**src/rtl/csr_trap_ctrl_pkg.sv**
```systemverilog
`default_nettype none
// ============================================================================
// Module      : csr_trap_ctrl_pkg
// Description : Shared constants and types for the trap/return sequencer.
//               Holds the CSR addresses, mstatus field positions, the PC
//               alignment mask and the sequencer state encoding.
// Revision    : 1.0  initial release
// ============================================================================
package csr_trap_ctrl_pkg;

    // CSR addresses driven onto the CSR file write port
    localparam logic [11:0] c_CSR_MSTATUS = 12'h300;
    localparam logic [11:0] c_CSR_MTVEC   = 12'h305;
    localparam logic [11:0] c_CSR_MEPC    = 12'h341;
    localparam logic [11:0] c_CSR_MCAUSE  = 12'h342;

    // mstatus field positions
    localparam int c_MIE_BIT  = 3;
    localparam int c_MPIE_BIT = 7;
    localparam int c_MPP_HI   = 12;
    localparam int c_MPP_LO   = 11;

    // Clears the two low bits of a PC (instruction alignment)
    localparam logic [31:0] c_PC_MASK = 32'hFFFF_FFFC;

    // Sequencer states, explicitly encoded
    typedef enum logic [2:0] {
        ST_IDLE     = 3'd0,
        ST_T_EPC    = 3'd1,
        ST_T_CAUSE  = 3'd2,
        ST_T_STATUS = 3'd3,
        ST_M_STATUS = 3'd4,
        ST_REDIR    = 3'd5
    } state_e;

    // Kind of sequence in flight; selects both the mstatus rewrite and the
    // redirect target
    typedef enum logic {
        KIND_TRAP = 1'b0,
        KIND_MRET = 1'b1
    } kind_e;

endpackage : csr_trap_ctrl_pkg
`default_nettype wire

```
**src/rtl/csr_trap_ctrl_mstatus_upd.sv**
```systemverilog
`default_nettype none
// ============================================================================
// Module      : csr_trap_ctrl_mstatus_upd
// Description : Combinational mstatus rewrite for trap entry and mret.
//               Trap : MPIE=MIE, MIE=0, MPP=M
//               mret : MIE=MPIE, MPIE=1, MPP=M
//               All other bits pass through unchanged.
// Ports       : mstatus_i  current mstatus value
//               kind_i     KIND_TRAP or KIND_MRET
//               mstatus_o  updated mstatus value
// Revision    : 1.0  initial release
// ============================================================================
module csr_trap_ctrl_mstatus_upd
    import csr_trap_ctrl_pkg::*;
(
    input  logic [31:0] mstatus_i,
    input  kind_e       kind_i,
    output logic [31:0] mstatus_o
);

    always_comb begin
        mstatus_o                     = mstatus_i;
        mstatus_o[c_MPP_HI:c_MPP_LO]  = 2'b11;
        if (kind_i == KIND_TRAP) begin
            mstatus_o[c_MPIE_BIT] = mstatus_i[c_MIE_BIT];
            mstatus_o[c_MIE_BIT]  = 1'b0;
        end else begin
            mstatus_o[c_MIE_BIT]  = mstatus_i[c_MPIE_BIT];
            mstatus_o[c_MPIE_BIT] = 1'b1;
        end
    end

endmodule : csr_trap_ctrl_mstatus_upd
`default_nettype wire

```
**src/rtl/csr_trap_ctrl.sv**
```systemverilog
`default_nettype none
// ============================================================================
// Module      : csr_trap_ctrl
// Description : Trap/return sequencer and CSR write-port arbiter between the
//               writeback stage and a single-write-port CSR file.
//               Exception : mepc, mcause, mstatus written on consecutive
//                           cycles, then a redirect to the mtvec base.
//               mret      : mstatus restored, then a redirect to mepc.
//               Idle      : writeback CSR writes forwarded combinationally.
// Ports       : clock/reset            clock, synchronous active-high reset
//               wb_csr_*_i             writeback CSR write request
//               excp_flush_i/mret_flush_i  sequence triggers
//               excp_mcause_i/excp_mepc_i  trap information
//               mtvec/mepc/mstatus_rd_i    live CSR read values
//               csr_*_o                CSR file write port
//               redirect_*_o           one-cycle fetch redirect
//               busy_o                 sequence in progress
//               wr_drop_o              sticky: writeback write dropped
// Revision    : 1.0  initial release
// ============================================================================
module csr_trap_ctrl
    import csr_trap_ctrl_pkg::*;
(
    input  logic        clock,
    input  logic        reset,
    input  logic        wb_csr_we_i,
    input  logic [11:0] wb_csr_addr_i,
    input  logic [31:0] wb_csr_wdata_i,
    input  logic        excp_flush_i,
    input  logic        mret_flush_i,
    input  logic [31:0] excp_mcause_i,
    input  logic [31:0] excp_mepc_i,
    input  logic [31:0] mtvec_rd_i,
    input  logic [31:0] mepc_rd_i,
    input  logic [31:0] mstatus_rd_i,
    output logic        csr_we_o,
    output logic [11:0] csr_addr_o,
    output logic [31:0] csr_wdata_o,
    output logic        redirect_valid_o,
    output logic [31:0] redirect_pc_o,
    output logic        busy_o,
    output logic        wr_drop_o
);

    state_e      r_state;
    state_e      w_next_state;
    kind_e       r_kind;
    logic [31:0] r_mepc;
    logic [31:0] r_mcause;
    logic        r_wr_drop;

    logic        w_idle;
    logic [31:0] w_mstatus_next;
    kind_e       w_upd_kind;

    logic        w_we;
    logic [11:0] w_addr;
    logic [31:0] w_wdata;
    logic        w_redir_valid;
    logic [31:0] w_redir_pc;

    assign w_idle     = (r_state == ST_IDLE);
    assign w_upd_kind = (r_state == ST_M_STATUS) ? KIND_MRET : KIND_TRAP;

    csr_trap_ctrl_mstatus_upd u_mstatus_upd (
        .mstatus_i (mstatus_rd_i),
        .kind_i    (w_upd_kind),
        .mstatus_o (w_mstatus_next)
    );

    // ------------------------------------------------------------------
    // State register and latched trap information
    // ------------------------------------------------------------------
    always_ff @(posedge clock) begin
        if (reset) begin
            r_state   <= ST_IDLE;
            r_kind    <= KIND_TRAP;
            r_mepc    <= 32'd0;
            r_mcause  <= 32'd0;
            r_wr_drop <= 1'b0;
        end else begin
            r_state <= w_next_state;
            if (w_idle && excp_flush_i) begin
                r_kind   <= KIND_TRAP;
                r_mepc   <= excp_mepc_i & c_PC_MASK;
                r_mcause <= excp_mcause_i;
            end else if (w_idle && mret_flush_i) begin
                r_kind <= KIND_MRET;
            end
            // Writes arriving mid-sequence cannot be serviced; flag them
            if (!w_idle && wb_csr_we_i) begin
                r_wr_drop <= 1'b1;
            end
        end
    end

    // ------------------------------------------------------------------
    // Next-state logic
    // ------------------------------------------------------------------
    always_comb begin
        w_next_state = r_state;
        case (r_state)
            ST_IDLE: begin
                if (excp_flush_i) begin
                    w_next_state = ST_T_EPC;
                end else if (mret_flush_i) begin
                    w_next_state = ST_M_STATUS;
                end
            end
            ST_T_EPC:    w_next_state = ST_T_CAUSE;
            ST_T_CAUSE:  w_next_state = ST_T_STATUS;
            ST_T_STATUS: w_next_state = ST_REDIR;
            ST_M_STATUS: w_next_state = ST_REDIR;
            ST_REDIR:    w_next_state = ST_IDLE;
            default:     w_next_state = ST_IDLE;
        endcase
    end

    // ------------------------------------------------------------------
    // Output decode
    // ------------------------------------------------------------------
    always_comb begin
        w_we          = 1'b0;
        w_addr        = 12'd0;
        w_wdata       = 32'd0;
        w_redir_valid = 1'b0;
        w_redir_pc    = 32'd0;
        case (r_state)
            ST_IDLE: begin
                // A write alongside a flush belongs to the flushed
                // instruction and must not commit
                w_we    = wb_csr_we_i & ~excp_flush_i & ~mret_flush_i;
                w_addr  = wb_csr_addr_i;
                w_wdata = wb_csr_wdata_i;
            end
            ST_T_EPC: begin
                w_we    = 1'b1;
                w_addr  = c_CSR_MEPC;
                w_wdata = r_mepc;
            end
            ST_T_CAUSE: begin
                w_we    = 1'b1;
                w_addr  = c_CSR_MCAUSE;
                w_wdata = r_mcause;
            end
            ST_T_STATUS, ST_M_STATUS: begin
                w_we    = 1'b1;
                w_addr  = c_CSR_MSTATUS;
                w_wdata = w_mstatus_next;
            end
            ST_REDIR: begin
                w_redir_valid = 1'b1;
                // Exceptions only: vectored mode still uses the base
                w_redir_pc    = (r_kind == KIND_MRET) ? (mepc_rd_i & c_PC_MASK)
                                                      : (mtvec_rd_i & c_PC_MASK);
            end
            default: begin
                w_we = 1'b0;
            end
        endcase
    end

    // While reset is asserted nothing may reach the CSR file or the
    // frontend, even if the state register still holds a sequence state
    assign csr_we_o         = w_we & ~reset;
    assign csr_addr_o       = reset ? 12'd0 : w_addr;
    assign csr_wdata_o      = reset ? 32'd0 : w_wdata;
    assign redirect_valid_o = w_redir_valid & ~reset;
    assign redirect_pc_o    = reset ? 32'd0 : w_redir_pc;
    assign busy_o           = ~w_idle & ~reset;
    assign wr_drop_o        = r_wr_drop & ~reset;

endmodule : csr_trap_ctrl
`default_nettype wire

```
**config.mk**
```make
export PLATFORM = sky130hd
export DESIGN_NAME = csr_trap_ctrl
export DESIGN_NICKNAME = d
export VERILOG_FILES = /design/src/rtl/csr_trap_ctrl_pkg.sv /design/src/rtl/csr_trap_ctrl_mstatus_upd.sv /design/src/rtl/csr_trap_ctrl.sv
export SDC_FILE = /design/constraint.sdc
export NUM_CORES = 1
export LEC_CHECK = 0
export ABC_AREA = 1
export CAP_MARGIN = 25
export CORE_AREA = 2 2 112 114
export CTS_BUF_LIST = sky130_fd_sc_hd__clkbuf_2 sky130_fd_sc_hd__clkbuf_4 sky130_fd_sc_hd__clkbuf_8
export DETAILED_ROUTE_END_ITERATION = 8
export DIE_AREA = 0 0 114 116
export GPL_ROUTABILITY_DRIVEN = 0
export PLACE_DENSITY = 0.92
export SYNTH_ARGS = -nofsm -noshare
export SYNTH_HDL_FRONTEND = slang
export SYNTH_SLANG_ARGS = --single-unit
export TNS_END_PERCENT = 5
```
**constraint.sdc**
```tcl
create_clock -name clock -period 3.51 [get_ports clock]
set_input_delay 1.053 -clock clock [delete_from_list [all_inputs] [get_ports clock]]
set_output_delay 1.053 -clock clock [all_outputs]
set_load 0.05 [all_outputs]
```
==> flow_metrics.tcl <==
set metrics [dict create \
    r2r-end "r_mcause[0]$_SDFFE_PP0P_" \
    totalWireLength_um 18410 \
    ys_seq_area_share_pct 31.89 \
    vias 5789 \
    dpl_worst_slack_ns 0.2729 \
    initialDrtViolationCount 370 \
    dp_cells 1113 \
    tns_ns 0 \
    io_pins 289 \
    rrSetupSlack_ns 1.50 \
    synthDominantCellAreaShare_pct 31.89 \
    grt_first_pass_wirelength_um 28290 \
    rows 40 \
    synth_cell_type_count 18 \
    fill_cells 1040 \
    path_class "reg2out" \
    fin_cells 1129 \
    crit_arrival_ns 2.30 \
    synth_seq_cells 67 \
    layout_common_cells "nor2_1, clkdlybuf4s50_1, nand2_1" \
    crit_path_start_kind "register" \
    cts_hold_buffers 0 \
    seqCellArea_um2 1341 \
    vias_per_cell 5.128 \
    clk_latency_ns 0.34 \
    area_growth_pct 82.45 \
    dieArea_um2 13220 \
    initial_core_util_pct 35.32 \
    synth_area_um2 4207 \
    setup.worst_path.end "csr_wdata_o[12]" \
    dr.pass1.iters 5 \
    wl_per_cell_um 16.31 \
    ys_warn_count 0 \
    rsz0062_at_grt "false" \
    tightest_slew_ns 0.7218 \
    fin_nets 1186 \
    multi_input_area_um2 2416 \
    power_density_nw_per_um2 662.8 \
    layout_commonest_cell "nor2_1" \
    gr-total-overflow 0 \
    coreArea_um2 11910 \
    ir_drop_mv 0.4040 \
    drv_slew 0 \
    synthTopCellsByArea "dfxtp_1, nor2_1, nand3_1" \
    drive_above_1_share_pct 12.33 \
    drc 0 \
    hpwl_um 13700 \
    cellLeakagePower_nw 3.449 \
    ant_nets 0 \
    port_buffers 278 \
    grt_start_max_net_pins 64 \
    worstPathRequired_ns 2.46 \
    synthesis.instances 728 \
    r2r.worst_path.cells 7 \
    cts_made_buffers 9 \
    antenna_found_initial 1 \
    setup_violations 0 \
    cp_max_fo 17 \
    fp.dieW_um 114 \
    timing.slew.headroom_pct 51.87 \
    holdWs_ns 0.4803 \
    fin_crit_ns 3.358 \
    grt_pass1_vias 5632 \
    cts.htree.levels 3 \
    worstHoldStart "r_wr_drop$_SDFFE_PP0P_" \
    layout_setup_ws_ns 0.1521 \
    fmax_mhz 297.8 \
    critPathLaunch "r_state[0]$_SDFFE_PP0P_" \
    cp-end-kind "primary output" \
    clk_path_buf_depth 2 \
    cts_tree "done" \
    yosys.area.top_type "dfxtp_1" \
    fp.dieH_um 116 \
    rr_startpoint "r_state[2]$_SDFFE_PP0P_" \
    clkTransAtPathRegs_ns 0.07 \
    finalHoldViolCount 0 \
    clock_sinks 67 \
    track_usage_pct 27.27 \
    syn_area_per_cell_um2 5.778 \
    clock-root-buffer "clkbuf_8" \
    finalClockSkew_ns 0.007479 \
    hold_path.class "reg2reg" \
    status "finished clean" \
    maxCapViolCount 0 \
    post-route-period-util_pct 95.67 \
]
## worst min path at each step
stage,to,slack [ns],cells after the start
global route,r_wr_drop$_SDFFE_PP0P_,0.51,2
CTS,r_wr_drop$_SDFFE_PP0P_,0.47,2
finish,r_wr_drop$_SDFFE_PP0P_,0.48,2
detailed placement,r_wr_drop$_SDFFE_PP0P_,0.46,2
floorplan,r_wr_drop$_SDFFE_PP0P_,0.44,2
global placement,r_wr_drop$_SDFFE_PP0P_,0.45,2
## registers in the layout (all words and copies together), names as in the netlist
name	flops
r_state	3
r_kind	1
r_wr_drop	1
r_mcause	32
r_mepc	30
## power by group
group | internal (W) | total, W | switching [W]
sequential | 0.00100 | 0.00114 | 0.000134
clock | 0.000378 | 0.000667 | 0.000289
combinational | 0.00114 | 0.00328 | 0.00215
## cell usage after synthesis
| cell | number |
|---|---|
| inv_2 | 2 |
| buf_4 | 2 |
| conb_1 | 1 |
| nand4_1 | 27 |
| clkbuf_1 | 26 |
| nor2_8 | 1 |
| o21ai_1 | 13 |
| nor3_1 | 1 |
| inv_1 | 49 |
| nor2_1 | 238 |
| nor2_4 | 1 |
| dfxtp_1 | 67 |
| buf_2 | 31 |
| a21oi_1 | 38 |
| nand2_4 | 1 |
| o21ai_0 | 54 |
| nand2_1 | 91 |
| nand3_1 | 85 |
## critical path, stage by stage, from the launching register on
cell and delay, ns:
dfxtp_1 0.35, buf_4 0.22, nor2_2 0.45, nand2_1 0.19, inv_1 0.18, nand2_1 0.09
nand2_1 0.06, nor2_1 0.04, nor2_1 0.14, buf_4 0.23
## area by class of cell
class                           count  area share (%)
Multi-Input combinational cell    552           31.48
Inverter                           51           2.543
Sequential cell                    67           17.48
Antenna cell                        1         0.03261
Clock inverter                      2          0.4565
Clock buffer                       13           2.168
Timing Repair Buffer              296           43.45
Tap cell                          147           2.396
## metal layers
metal	up-vias	global-route usage, %	wire, µm
met5	-	0	0
met4	0	16.75	925
met3	61	6.956	1639
met2	310	47.70	8986
li1	2830	-	-
met1	2588	29.72	6860
## kinds of logic after synthesis
group / after synthesis / synth area share (%)
other cells: 1 / 0.08915
compound gates: 105 / 12.49
buf+inv: 110 / 10.92
flops: 67 / 31.89
simple gates: 445 / 44.62
## through the flow
| step | total power, W | util, % | cell area, µm² |
|---|---|---|---|
| after floorplan | 0.003182 | - | 4210 |
| after global placement | 0.004334 | 62.49 | 7443 |
| after detailed placement | 0.004410 | 62.66 | 7463 |
| after CTS | 0.005090 | 64.35 | 7665 |
| after global routing | 0.005439 | 64.43 | 7675 |
| final | 0.005087 | 64.43 | 7675 |
## what timing repair did
| action | 4_1_cts | 5_1_grt |
|---|---|---|
| endpoints found under the hold margin | 0 | 0 |
| setup buffers | 0 | 0 |
| setup endpoints to repair | 0 | 7 |
| gates resized for setup | 0 | 2 |
No activity file was read; power rests on OpenSTA's default activity.
